## src/rtl/eg2000_tape_pkg.sv

```systemverilog
// Shared types and defaults for the EG2000 cassette recorder decoder.
// The cell FSM times pulse intervals. The byte FSM aligns and frames the bits.
package eg2000_tape_pkg;

  localparam int         CNT_W         = 13;
  localparam int         WIN_LO_DEF    = 1200;
  localparam int         WIN_HI_DEF    = 2600;
  localparam int         TIMEOUT_DEF   = 8000;
  localparam logic [7:0] SYNC_BYTE_DEF = 8'hA5;

  typedef enum logic {
    GAP,
    CELL
  } cell_state_t;

  typedef enum logic [1:0] {
    IDLE,
    HUNT,
    SYNCED
  } byte_state_t;

endpackage

```

## src/rtl/tape_rec_decoder_if.sv

```systemverilog
// Tape RAM second write port.
// Handshake: ram_we is a one-clock write strobe with no ready. The RAM port always
// accepts, and ram_a/ram_d are valid in the same clock that ram_we is high.
interface tape_rec_decoder_if #(
  parameter int ADDR_W = 16
);
  logic              ram_we;
  logic [ADDR_W-1:0] ram_a;
  logic [7:0]        ram_d;

  modport master (output ram_we, ram_a, ram_d);
  modport slave  (input  ram_we, ram_a, ram_d);
endinterface

```

## src/rtl/tape_pulse_timer.sv

```systemverilog
// Pulse edge detector, saturating interval counter and cell FSM.
// Each cell yields one bit: 1 if a data pulse landed inside the window.
module tape_pulse_timer
  import eg2000_tape_pkg::*;
#(
  parameter int WIN_LO  = WIN_LO_DEF,
  parameter int WIN_HI  = WIN_HI_DEF,
  parameter int TIMEOUT = TIMEOUT_DEF
) (
  input  logic        clock,
  input  logic        reset,
  input  logic        ce,
  input  logic        clear,
  input  logic [1:0]  level,
  output logic        bit_valid,
  output logic        bit_val,
  output cell_state_t cell_state
);

  localparam logic [CNT_W-1:0] LO    = CNT_W'(WIN_LO);
  localparam logic [CNT_W-1:0] HI    = CNT_W'(WIN_HI);
  localparam logic [CNT_W-1:0] TO    = CNT_W'(TIMEOUT);
  localparam logic [CNT_W-1:0] TO_M1 = CNT_W'(TIMEOUT - 1);

  logic [1:0]       level_q;
  logic [CNT_W-1:0] cnt;
  logic             one_seen;
  logic             pulse;
  logic             late;
  logic             in_win;
  logic             expire;

  // A pulse is only the rise from silence; 01->10 is the same pulse continuing.
  assign pulse  = ce && (level != 2'b00) && (level_q == 2'b00);
  assign late   = cnt > HI;
  assign in_win = (cnt >= LO) && !late;
  assign expire = ce && !pulse && (cnt >= TO_M1);

  // The decision is combinational so the byte logic registers it on the same edge.
  always_comb begin
    bit_valid = 1'b0;
    bit_val   = one_seen;
    if (!clear && cell_state == CELL && ((pulse && late) || expire)) begin
      bit_valid = 1'b1;
    end
  end

  always_ff @(posedge clock or negedge reset) begin
    if (!reset) begin
      level_q    <= 2'b00;
      cnt        <= '0;
      one_seen   <= 1'b0;
      cell_state <= GAP;
    end else begin
      if (ce) begin
        level_q <= level;
      end
      if (clear) begin
        cnt        <= '0;
        one_seen   <= 1'b0;
        cell_state <= GAP;
      end else if (ce) begin
        if (cnt != TO) begin
          cnt <= cnt + 1'b1;
        end
        case (cell_state)
          GAP: begin
            if (pulse) begin
              cnt        <= '0;
              one_seen   <= 1'b0;
              cell_state <= CELL;
            end
          end
          CELL: begin
            if (pulse) begin
              if (late) begin
                cnt      <= '0;
                one_seen <= 1'b0;
              end else if (in_win) begin
                one_seen <= 1'b1;
              end
            end else if (expire) begin
              cell_state <= GAP;
            end
          end
          default: cell_state <= GAP;
        endcase
      end
    end
  end

endmodule

```

## src/rtl/tape_rec_decoder.sv

```systemverilog
// Cassette save decoder: turns port $FF pulse trains into .CAS bytes in tape RAM.
// Hunts for the sync byte, then frames every 8 recovered bits into one write.
module tape_rec_decoder
  import eg2000_tape_pkg::*;
#(
  parameter int         ADDR_W    = 16,
  parameter int         WIN_LO    = WIN_LO_DEF,
  parameter int         WIN_HI    = WIN_HI_DEF,
  parameter int         TIMEOUT   = TIMEOUT_DEF,
  parameter logic [7:0] SYNC_BYTE = SYNC_BYTE_DEF
) (
  input  logic                  clock,
  input  logic                  reset,
  input  logic                  ce,
  input  logic                  motor,
  input  logic [1:0]            level,
  tape_rec_decoder_if.master    ram,
  output logic [ADDR_W-1:0]     rec_len,
  output logic                  busy,
  output logic                  synced,
  output logic                  overflow,
  output byte_state_t           dbg_byte_state,
  output cell_state_t           dbg_cell_state
);

  localparam logic [ADDR_W-1:0] PTR_MAX = '1;

  byte_state_t       state;
  logic              motor_q;
  logic              motor_rise;
  logic [7:0]        shift;
  logic [7:0]        shift_nx;
  logic [2:0]        bitcnt;
  logic [ADDR_W-1:0] ptr;
  logic              bit_valid;
  logic              bit_val;
  logic              wr_req;

  assign motor_rise     = motor && !motor_q;
  assign shift_nx       = {shift[6:0], bit_val};
  assign rec_len        = ptr;
  assign synced         = (state == SYNCED);
  assign dbg_byte_state = state;

  tape_pulse_timer #(
    .WIN_LO  (WIN_LO),
    .WIN_HI  (WIN_HI),
    .TIMEOUT (TIMEOUT)
  ) u_timer (
    .clock      (clock),
    .reset      (reset),
    .ce         (ce),
    .clear      (motor_rise),
    .level      (level),
    .bit_valid  (bit_valid),
    .bit_val    (bit_val),
    .cell_state (dbg_cell_state)
  );

  // Motor-off on the completing edge wins, so the request is gated by motor.
  always_comb begin
    wr_req = 1'b0;
    if (motor && !motor_rise && bit_valid) begin
      if (state == HUNT && shift_nx == SYNC_BYTE) begin
        wr_req = 1'b1;
      end
      if (state == SYNCED && bitcnt == 3'd7) begin
        wr_req = 1'b1;
      end
    end
  end

  always_ff @(posedge clock or negedge reset) begin
    if (!reset) begin
      state      <= IDLE;
      motor_q    <= 1'b0;
      busy       <= 1'b0;
      shift      <= 8'h00;
      bitcnt     <= 3'd0;
      ptr        <= '0;
      overflow   <= 1'b0;
      ram.ram_we <= 1'b0;
      ram.ram_a  <= '0;
      ram.ram_d  <= 8'h00;
    end else begin
      motor_q    <= motor;
      busy       <= motor;
      ram.ram_we <= 1'b0;

      // The last address is written once; ptr then parks there while overflow holds.
      if (ram.ram_we) begin
        if (ptr == PTR_MAX) begin
          overflow <= 1'b1;
        end else begin
          ptr <= ptr + 1'b1;
        end
      end

      if (wr_req && !overflow && !ram.ram_we) begin
        ram.ram_we <= 1'b1;
        ram.ram_a  <= ptr;
        ram.ram_d  <= shift_nx;
      end

      if (!motor) begin
        state <= IDLE;
      end else if (motor_rise) begin
        state    <= HUNT;
        ptr      <= '0;
        overflow <= 1'b0;
        shift    <= 8'h00;
        bitcnt   <= 3'd0;
      end else if (bit_valid) begin
        case (state)
          HUNT: begin
            shift <= shift_nx;
            if (shift_nx == SYNC_BYTE) begin
              state  <= SYNCED;
              bitcnt <= 3'd0;
            end
          end
          SYNCED: begin
            shift  <= shift_nx;
            bitcnt <= bitcnt + 3'd1;
          end
          default: ;
        endcase
      end
    end
  end

endmodule

```

## src/flat_wrapper.sv

```systemverilog
// flat-port wrapper written by rule: the top's interface ports become plain ports
module tape_rec_decoder_flat import eg2000_tape_pkg::*;
#(
  parameter int         ADDR_W    = 16,
  parameter int         WIN_LO    = WIN_LO_DEF,
  parameter int         WIN_HI    = WIN_HI_DEF,
  parameter int         TIMEOUT   = TIMEOUT_DEF,
  parameter logic [7:0] SYNC_BYTE = SYNC_BYTE_DEF
)
  (clock, reset, ce, motor, level, rec_len, busy, synced, overflow, dbg_byte_state, dbg_cell_state, ram_ram_we, ram_ram_a, ram_ram_d);
  tape_rec_decoder_if #(.ADDR_W(ADDR_W)) ram_i ();
  input  logic clock;
  input  logic reset;
  input  logic ce;
  input  logic motor;
  input  logic [1:0] level;
  output logic [ADDR_W-1:0] rec_len;
  output logic busy;
  output logic synced;
  output logic overflow;
  output byte_state_t dbg_byte_state;
  output cell_state_t dbg_cell_state;
  output wire logic [$bits(ram_i.ram_we)-1:0] ram_ram_we;
  output wire logic [$bits(ram_i.ram_a)-1:0] ram_ram_a;
  output wire logic [$bits(ram_i.ram_d)-1:0] ram_ram_d;
  assign ram_ram_we = ram_i.ram_we;
  assign ram_ram_a = ram_i.ram_a;
  assign ram_ram_d = ram_i.ram_d;
  tape_rec_decoder #(.ADDR_W(ADDR_W), .WIN_LO(WIN_LO), .WIN_HI(WIN_HI), .TIMEOUT(TIMEOUT), .SYNC_BYTE(SYNC_BYTE)) u_core (.clock(clock), .reset(reset), .ce(ce), .motor(motor), .level(level), .ram(ram_i), .rec_len(rec_len), .busy(busy), .synced(synced), .overflow(overflow), .dbg_byte_state(dbg_byte_state), .dbg_cell_state(dbg_cell_state));
endmodule
```

## config.mk

```make
export PLATFORM = sky130hd
export DESIGN_NAME = tape_rec_decoder_flat
export DESIGN_NICKNAME = d
export VERILOG_FILES = /design/src/rtl/eg2000_tape_pkg.sv /design/src/rtl/tape_rec_decoder_if.sv /design/src/rtl/tape_pulse_timer.sv /design/src/rtl/tape_rec_decoder.sv /design/src/flat_wrapper.sv
export SDC_FILE = /design/constraint.sdc
export NUM_CORES = 1
export LEC_CHECK = 0
export CORE_MARGIN = 4
export CORE_UTILIZATION = 40
export DETAILED_ROUTE_END_ITERATION = 16
export PLACE_DENSITY = 0.73
export SLEW_MARGIN = 0
export SYNTH_ARGS = -nofsm -noshare
export SYNTH_HDL_FRONTEND = slang
export SYNTH_HIERARCHICAL = 1
export SYNTH_SLANG_ARGS = --single-unit
export TNS_END_PERCENT = 1
```

## constraint.sdc

```tcl
create_clock -name clock -period 4.3 [get_ports clock]
set_clock_uncertainty 0.2 [all_clocks]
set_input_delay 0.86 -clock clock [delete_from_list [all_inputs] [get_ports clock]]
set_output_delay 0.86 -clock clock [all_outputs]
set_load 0.05 [all_outputs]
```

==> results.cfg, run 1 <==
[flow_run]
max-cap-violations = 0

[die]
row_count = 34
coreArea_um2 = 8760
start_util = 0.412
die_h_um = 103
die_area_um2 = 10600
pin_count = 53
die_w_um = 103

[cts]
worstSkewPairLatency_ns = 0.34
cts_setup_buffers = 0
htreeDepth = 3
post_cts_resized = 0
tritoncts = done
cts_buffer_depth = 2
cts_root_buf = clkbuf_8
clock-sinks = 72
cts_buffers = 9
cts.reportedPaths.clkPinSlew_ns = 0.07
hold_buffers = 0

[min_path]
hold_path.class = reg -> reg
hold-path-cell-count = 1
whs_endpoint = u_core/ram.ram_a[10]
worstHoldStart = u_core/ram.ram_a[10]

[setup_path]
crit_top_cell = buf_4
slowest_stage = clkdlybuf4s50_1
r2r_end = u_core/ram.ram_a[4]
cp.required_ns = 4.32
end_kind = flop
ff2ff_setup_slack_ns = 1.15
arrival_ns = 3.52
timing.rr.start = u_core/u_timer/cnt[10]
crit_type = in -> reg
reg2reg_depth = 9
crit_fanout = 17
crit_chain = clkdlybuf4s50_1 > o211a_1 > o211ai_2 > a211oi_1 > buf_4 > nand2_1 > nor4_4 > buf_4 > mux2_2
slowest_delay_ns = 0.64
crit_path_start_kind = input pin

[yosys]
synth-seq-cells = 72
synth_edf_count = 0
ys_warn_count = 6
synthTopCellsByArea = dfrtp_1, mux2_2, a21oi_1, nand4_1, ha_1
synth-main-ff-cell = dfrtp_1
synth.top_cells.by_count = dfrtp_1, mux2_2, nand2_1
synthCells = 344
netlist.top_cell.by_area = dfrtp_1
async_flop_share = 1.00
synthesis.area_um2 = 3610
ys_seq_area_frac = 0.499
synth_most_common_cell = dfrtp_1
syn_avg_cell_area_um2 = 10.5
syn-num-nets = 357
synth.top_cell.area_share = 0.499
yosysUniqueCellTypes = 58

[cells_and_area]
multi_input_area_um2 = 1650
nFillCells = 815
design_area_um2 = 4450
drive_gt1_frac = 0.155
synthToLayoutAreaGrowth_pct = 23.2
layout.nets = 414
seqCellArea_um2 = 1800
num_antenna_cells = 0

[timing]
finalHoldViolations = 0
fmax_mhz = 286
maxSlewHeadroom = 0.354
setup_viol = 0
rsz0062_at_grt = no
worst_slew_pin_slew_ns = 0.969
post-route-period-util = 0.813
setup_tns_ns = 0
drv_slew = 0
post-route-min-period_ns = 3.50

[power_and_ir_drop]
power_density_nw_per_um2 = 322
power.leakage_nw = 1.87
p_int_mw = 1.05
clkPwrFrac = 0.371
power.switching_mw = 0.380
irDropWorstVdd_mv = 0.213
combPwrFrac = 0.102
p_seq_frac = 0.527
switching_share = 0.266

[global_route]
grt_max_degree = 45
antenna_found_initial = 0
grt_pass1_vias = 2860
grt_usage = 0.165
overflow = 0
grt_pass1_wl_mm = 14.0

[routing]
via_per_inst = 5.81
drtPass1Iterations = 4
ant_nets = 0
vias = 2984
wl_per_cell_um = 16.1
route.detailed.drc = 0
drt_iter0_markers = 121
routed_wl_mm = 8.25

[run_status]
status = completed

[placement]
port-buffer-count = 52
hpwl_mm = 5.72
placed_cell_area_um2 = 4240
gp_congestion = 0.870
## kinds of logic after synthesis
group           after synthesis  share of synthesized area
buf+inv                      36                     0.0440
xor+xnor                      4                    0.00971
compound gates               81                      0.151
flops                        72                      0.499
mux                          27                     0.0839
fa+ha+maj                     7                     0.0243
simple gates                117                      0.188
## power groups by stage
stage / Combinational [mW] / Clock, mW / Sequential [mW]
after global routing: 0.163 / 0.581 / 0.761
after global placement: 0.142 / 0 / 0.764
final: 0.146 / 0.531 / 0.755
after detailed placement: 0.147 / 0 / 0.767
after floorplan: 0.106 / 0 / 0.756
after CTS: 0.147 / 0.549 / 0.753
## stage by stage
stage          hold WS (ns)  setup WS [ns]  cells   util  power [mW]
6_report              0.307          0.802    514  0.507        1.43
5_1_grt               0.315          0.665    514  0.507        1.51
4_1_cts               0.307          0.829    514  0.507        1.45
3_5_place_dp          0.291          0.465    498  0.484       0.913
3_3_place_gp          0.282          0.526    498  0.484       0.906
2_1_floorplan         0.270          0.823    344      -       0.862
## how the worst max path moves through the flow
stage | from | end | slack [ns] | depth (start not counted)
floorplan | ce | u_core/ram.ram_a[4] | 0.82 | 9
finish | ce | u_core/ram.ram_a[4] | 0.80 | 9
CTS | ce | u_core/ram.ram_a[5] | 0.83 | 9
global route | ce | u_core/ram.ram_a[4] | 0.67 | 9
detailed placement | ce | u_core/ram.ram_a[5] | 0.47 | 9
global placement | ce | u_core/ram.ram_a[4] | 0.53 | 9
## routing by layer
metal / routed length (um) / global-route usage
met5: 0 / 0
met4: 70 / 0.0378
met3: 540 / 0.0487
met2: 4070 / 0.269
met1: 3570 / 0.219
## worst max-delay path, delay by kind of cell
family | cells | cell delay [ns]
AOI/OAI and AO/OA | 3 | 0.85
and+or+nand+nor | 2 | 0.31
buffers and inverters | 3 | 1.12
muxes | 1 | 0.37
## layout by cell type (no fill, tap or decap), drive strengths merged, types with 5 or more instances in the layout
cell type,instances
inv,22
nand2,24
mux2,26
or3,9
a31oi,5
clkdlybuf4s50,51
nor3,9
o21ai,17
dfrtp,72
buf,9
nor2,21
ha,7
o22ai,8
clkbuf,11
nand3,10
a21oi,20
nand4,15
## final cells by class
| class | count | area share |
|---|---|---|
| Timing Repair Buffer | 60 | 0.129 |
| Inverter | 22 | 0.0186 |
| Multi-Input combinational cell | 236 | 0.372 |
| Tap cell | 108 | 0.0304 |
| Clock buffer | 11 | 0.0318 |
| Clock inverter | 5 | 0.0127 |
| Sequential cell | 72 | 0.405 |
## flip-flops by register name, indices dropped and copies added, names as in the netlist
register and flops:
u_core/shift 7, u_core/ram.ram_a 16, u_core/rec_len 16, u_core/u_timer/cnt 13, u_core/bitcnt 3, u_core/u_timer/cell_state 1
u_core/overflow 1, u_core/ram.ram_we 1, u_core/motor_q 1, u_core/dbg_byte_state 2, u_core/u_timer/bit_val 1, u_core/ram.ram_d 8
u_core/u_timer/level_q 2
No activity file was read; power rests on OpenSTA's default activity.
==> run 2: changes to the inputs <==
--- a/config.mk
+++ b/config.mk
@@ -8,7 +8,7 @@
 export CORE_MARGIN = 4
 export CORE_UTILIZATION = 40
 export DETAILED_ROUTE_END_ITERATION = 16
-export PLACE_DENSITY = 0.73
+export PLACE_DENSITY = 0.75
 export SLEW_MARGIN = 0
 export SYNTH_ARGS = -nofsm -noshare
 export SYNTH_HDL_FRONTEND = slang
==> constraint.sdc (replaced) <==
create_clock -name clock -period 3 [get_ports clock]
set_clock_uncertainty 0.2 [all_clocks]
set_input_delay 0.6 -clock clock [delete_from_list [all_inputs] [get_ports clock]]
set_output_delay 0.6 -clock clock [all_outputs]
set_load 0.05 [all_outputs]
==> run 2 against run 1 <==
  * Hold slack got worse by 0.11 ns
  * Total power increased by 55%
  * Utilization is 1.5 points higher
  * First-iteration DRC count rose by 45%
  * Largest power group unchanged
  * Global-route usage up 1.2 points
  * Setup slack got worse by 0.65 ns
==> results.cfg, run 2 (synthesized netlist as in run 1, its figures left out) <==
[cts]
cts_root_buf = clkbuf_8
hold_buffers = 0
worstSkewPairLatency_ns = 0.34
cts.reportedPaths.clkPinSlew_ns = 0.08
htreeDepth = 3
cts_setup_buffers = 0
cts_buffer_depth = 2
cts_buffers = 9
tritoncts = done
post_cts_resized = 0
clock-sinks = 72

[cells_and_area]
drive_gt1_frac = 0.176
layout.nets = 424
layout_common_cells = dfrtp_1, clkdlybuf4s50_1, mux2_2
nFillCells = 782
num_antenna_cells = 0
post-route-util = 0.522
final_common_cell = dfrtp_1
synthToLayoutAreaGrowth_pct = 26.8

[routing]
drt_iter0_markers = 176
drtPass1Iterations = 5
route.detailed.drc = 0
ant_nets = 0
wl_per_cell_um = 17.0
via_per_inst = 5.89
routed_wl_mm = 8.89
vias = 3081

[power_and_ir_drop]
p_total_mw = 2.22
irDropWorstVdd_mv = 0.290
power_density_nw_per_um2 = 486
power.leakage_nw = 1.94

[min_path]
hold_path.class = in -> async

[timing]
maxSlewHeadroom = 0.328
fmax_mhz = 351
layout_setup_ws_ns = 0.147
setup_viol = 0
worst_slew_pin_slew_ns = 1.00
finalHoldViolations = 0
rsz0062_at_grt = no
post-route-min-period_ns = 2.85
post-route-period-util = 0.951
drv_slew = 0

[global_route]
antenna_found_initial = 0
grt_pass1_wl_mm = 14.9
overflow = 0
grt_usage = 0.177
grt_max_degree = 43
grt_pass1_vias = 3019

[die]
start_util = 0.412
coreArea_um2 = 8760
die_h_um = 103
row_count = 34
die_area_um2 = 10600
die_w_um = 103
pin_count = 53

[placement]
hpwl_mm = 6.43
gp_congestion = 0.887
port-buffer-count = 52
place_ws_ns = -0.163

[setup_path]
crit_type = reg -> reg
crit_chain = ha_1 > nand2_1 > a21oi_1 > or3_1 > nand4_1 > a211oi_4 > nand2_1 > nor4_4 > buf_4 > mux2_2
slowest_stage = dfrtp_1
cp.required_ns = 3.03
reg2reg_depth = 10
crit_top_cell = nand2_1
timing.rr.start = u_core/u_timer/cnt[0]
crit_fanout = 9
cp_top_family = simple AND/OR/NAND/NOR gates
crit_buf_inv = 1
crit_path_start_kind = flop
end_kind = flop
r2r_end = u_core/ram.ram_d[4]
ff2ff_setup_slack_ns = 0.15
slowest_delay_ns = 0.40
arrival_ns = 2.88

[run_status]
status = completed

[flow_run]
max-cap-violations = 0
-- run 2: changes by cell type in the layout (fill, tap and decap cells not counted), sizes merged --
cell,previous run,this run
clkinvlp,1,0
bufinv,1,3
buf,9,19
clkbuf,11,9
-- run 2: worst max path at each step --
stage | start | end | slack [ns] | cells past startpoint
2_1_floorplan | u_core/u_timer/cnt[10] | u_core/ram.ram_a[4] | 0.02 | 10
3_3_place_gp | ce | u_core/ram.ram_d[1] | -0.07 | 8
3_5_place_dp | level[0] | u_core/ram.ram_d[4] | -0.16 | 8
4_1_cts | u_core/u_timer/cnt[0] | u_core/ram.ram_d[4] | 0.16 | 10
5_1_grt | u_core/u_timer/cnt[0] | u_core/ram.ram_d[0] | 0.04 | 10
6_report | u_core/u_timer/cnt[0] | u_core/ram.ram_d[4] | 0.15 | 10
-- run 2: cell type report --
type | count | area (um2) | share of cell area
flip-flops and latches | 72 | 1800 | 0.394
multi-input cells | 236 | 1660 | 0.363
repair buffers | 70 | 663 | 0.145
well taps | 108 | 135 | 0.0295
clock buffers | 9 | 124 | 0.0271
clock inverters | 6 | 109 | 0.0238
inverters | 22 | 82.6 | 0.0180
-- run 2: layer usage --
layer | routed length, um | up-vias | share of wire | GRT usage
met5 | 0 | - | 0 | 0
met4 | 179 | 0 | 0.020 | 0.0727
met3 | 616 | 20 | 0.069 | 0.0332
met2 | 4360 | 126 | 0.49 | 0.291
met1 | 3730 | 1521 | 0.42 | 0.231
li1 | - | 1414 | - | -
-- run 2: metrics by stage --
step | TNS [ns] | hold WS [ns] | cells | area, um2
6_report | 0 | 0.195 | 523 | 4580
2_1_floorplan | 0 | 0.104 | 344 | 3620
4_1_cts | 0 | 0.208 | 523 | 4580
5_1_grt | 0 | 0.254 | 523 | 4580
3_5_place_dp | -2.89 | 0.293 | 508 | 4340
3_3_place_gp | -0.869 | 0.282 | 508 | 4340
-- run 2: power breakdown --
part           switching [mW]  leakage (nW)  total [mW]  internal, mW
logic                   0.147         0.833       0.249         0.102
clock network           0.357         0.119       0.903         0.546
registers              0.0565         0.988        1.07          1.01
total                   0.560          1.94        2.22          1.66
==> run 3: changes to the inputs <==
--- a/config.mk
+++ b/config.mk
@@ -6,9 +6,9 @@
 export NUM_CORES = 1
 export LEC_CHECK = 0
 export CORE_MARGIN = 4
-export CORE_UTILIZATION = 40
+export CORE_UTILIZATION = 35
 export DETAILED_ROUTE_END_ITERATION = 16
-export PLACE_DENSITY = 0.75
+export PLACE_DENSITY = 0.69
 export SLEW_MARGIN = 0
 export SYNTH_ARGS = -nofsm -noshare
 export SYNTH_HDL_FRONTEND = slang
==> run 3 against run 2 <==
  * Routed wire length fell by 4.1%
  * Cell count rose by 5.4%
  * Utilization fell by 5.5 points
  * Die area rose by 13%
  * Flip-flop and latch count did not move
  * Hold slack got worse by 0.12 ns
  * Combinational power fell by 2%
  * Fmax fell by 0.37%
  * Non-clock buffer count rose by 2
  * Critical endpoint is now u_core/ram.ram_a[11]
  * Highest routed layer unchanged
==> results.cfg, run 3 (synthesized netlist as in run 1, its figures left out) <==
[run_status]
status = completed

[cts]
cts_root_buf = clkbuf_8
worstSkewPairLatency_ns = 0.34
cts_setup_buffers = 0
hold_buffers = 0
htreeDepth = 3
cts_buffers = 9
clock-sinks = 72
tritoncts = done
cts_buffer_depth = 2
cts.reportedPaths.clkPinSlew_ns = 0.08

[power_and_ir_drop]
switching_share = 0.256
power.leakage_nw = 1.95
power.switching_mw = 0.575
combPwrFrac = 0.109
clkPwrFrac = 0.415
power_density_nw_per_um2 = 485
p_total_mw = 2.24
irDropWorstVdd_mv = 0.269
p_int_mw = 1.67
p_seq_frac = 0.476

[global_route]
overflow = 0
grt_pass1_vias = 2837
antenna_found_initial = 0
grt_max_degree = 30
grt_pass1_wl_mm = 14.2
grt_usage = 0.149

[setup_path]
crit_fanout = 11
crit_path_start_kind = flop
slowest_delay_ns = 0.41
reg2reg_depth = 10
end_kind = flop
arrival_ns = 2.90
cp.required_ns = 3.03
slowest_stage = dfrtp_1
crit_top_cell = nand2_1
crit_chain = ha_1 > nand2_1 > a21oi_1 > or3_1 > nand4_1 > a211oi_4 > nand2_1 > nor4_4 > buf_4 > mux2_2
crit_type = reg -> reg

[timing]
drv_slew = 0
setup_viol = 0
rsz0062_at_grt = yes
finalHoldViolations = 0
post-route-period-util = 0.954
worst_slew_pin_slew_ns = 0.994
maxSlewHeadroom = 0.335
fmax_mhz = 349
post-route-min-period_ns = 2.86
setup_tns_ns = 0

[flow_run]
max-cap-violations = 0

[cells_and_area]
final_common_cell = dfrtp_1
synthToLayoutAreaGrowth_pct = 28.2
layout.nets = 426
drive_gt1_frac = 0.182
num_antenna_cells = 0
design_area_um2 = 4620
layout_common_cells = dfrtp_1, clkdlybuf4s50_1, mux2_2

[routing]
wl_per_cell_um = 15.5
drtPass1Iterations = 4
routed_wl_mm = 8.52
drt_iter0_markers = 125
route.detailed.drc = 0
ant_nets = 0
vias = 2979
via_per_inst = 5.41

[placement]
gp_congestion = 0.842
hpwl_mm = 6.22
placed_cell_area_um2 = 4380
port-buffer-count = 52

[die]
die_area_um2 = 12000
row_count = 36
coreArea_um2 = 9910
pin_count = 53
start_util = 0.364
die_h_um = 110
die_w_um = 110

[min_path]
hold_path.class = in -> async
## run 3: changes by cell type in the layout (fill, tap and decap cells not counted), sizes merged
cell | before | now
clkinvlp | 0 | 1
buf | 19 | 21
## run 3: worst paths after layout
| path | from | endpoint | slack, ns |
|---|---|---|---|
| max reg2reg | u_core/u_timer/cnt[0] | u_core/ram.ram_a[11] | 0.14 |
| min | reset | u_core/u_timer/level_q[1] | 0.08 |
| max | u_core/u_timer/cnt[0] | u_core/ram.ram_a[11] | 0.14 |
| min in group clock | u_core/ram.ram_a[4] | u_core/ram.ram_a[4] | 0.31 |
| max in group asynchronous | reset | u_core/ram.ram_a[3] | 1.77 |
| min reg2reg | u_core/ram.ram_a[4] | u_core/ram.ram_a[4] | 0.31 |
## run 3: through the flow
step | worst slack (ns) | hold slack [ns] | instances | util
6_report | 0.137 | 0.0797 | 551 | 0.467
5_1_grt | -0.0183 | 0.118 | 551 | 0.467
4_1_cts | 0.113 | 0.0894 | 551 | 0.466
3_5_place_dp | -0.201 | 0.295 | 535 | 0.442
3_3_place_gp | -0.0654 | 0.285 | 535 | 0.442
2_1_floorplan | 0.0177 | 0.104 | 344 | -
## run 3: what timing repair did
item,CTS,global route
setup endpoints to repair,0,14
hold endpoints to repair,0,0
gates resized for setup,0,1
## run 3: power by group through the flow
stage               Clock (mW)  Combinational, mW  Sequential [mW]
global route             0.994              0.272             1.08
global placement             0              0.240             1.09
floorplan                    0              0.154             1.08
detailed placement           0              0.243             1.09
finish                   0.932              0.244             1.07
CTS                      0.949              0.245             1.07
## run 3: critical path, delay by kind of cell, from the launching register on
kind / cells / cell delay [ns]
AO/OA/AOI/OAI: 2 / 0.44
AND/OR/NAND/NOR: 5 / 0.88
adder cells (fa/ha/maj): 1 / 0.24
buffers and inverters: 1 / 0.25
multiplexers: 1 / 0.35
flip-flops: 1 / 0.41
## run 3: area by class of cell
class,count,area [um2]
fill,931,5290
sequential,72,1800
multi-input combinational,236,1660
timing repair buffer,72,669
tap,133,166
clock buffer,9,124
clock inverter,7,120
inverter,22,82.6
## run 3: routing by layer
metal	part of all wire	vias to the layer above	global-route usage
li1	-	1427	-
met1	0.46	1481	0.202
met2	0.49	62	0.238
met3	0.039	9	0.0341
met4	0.013	0	0.0436
met5	0	-	0
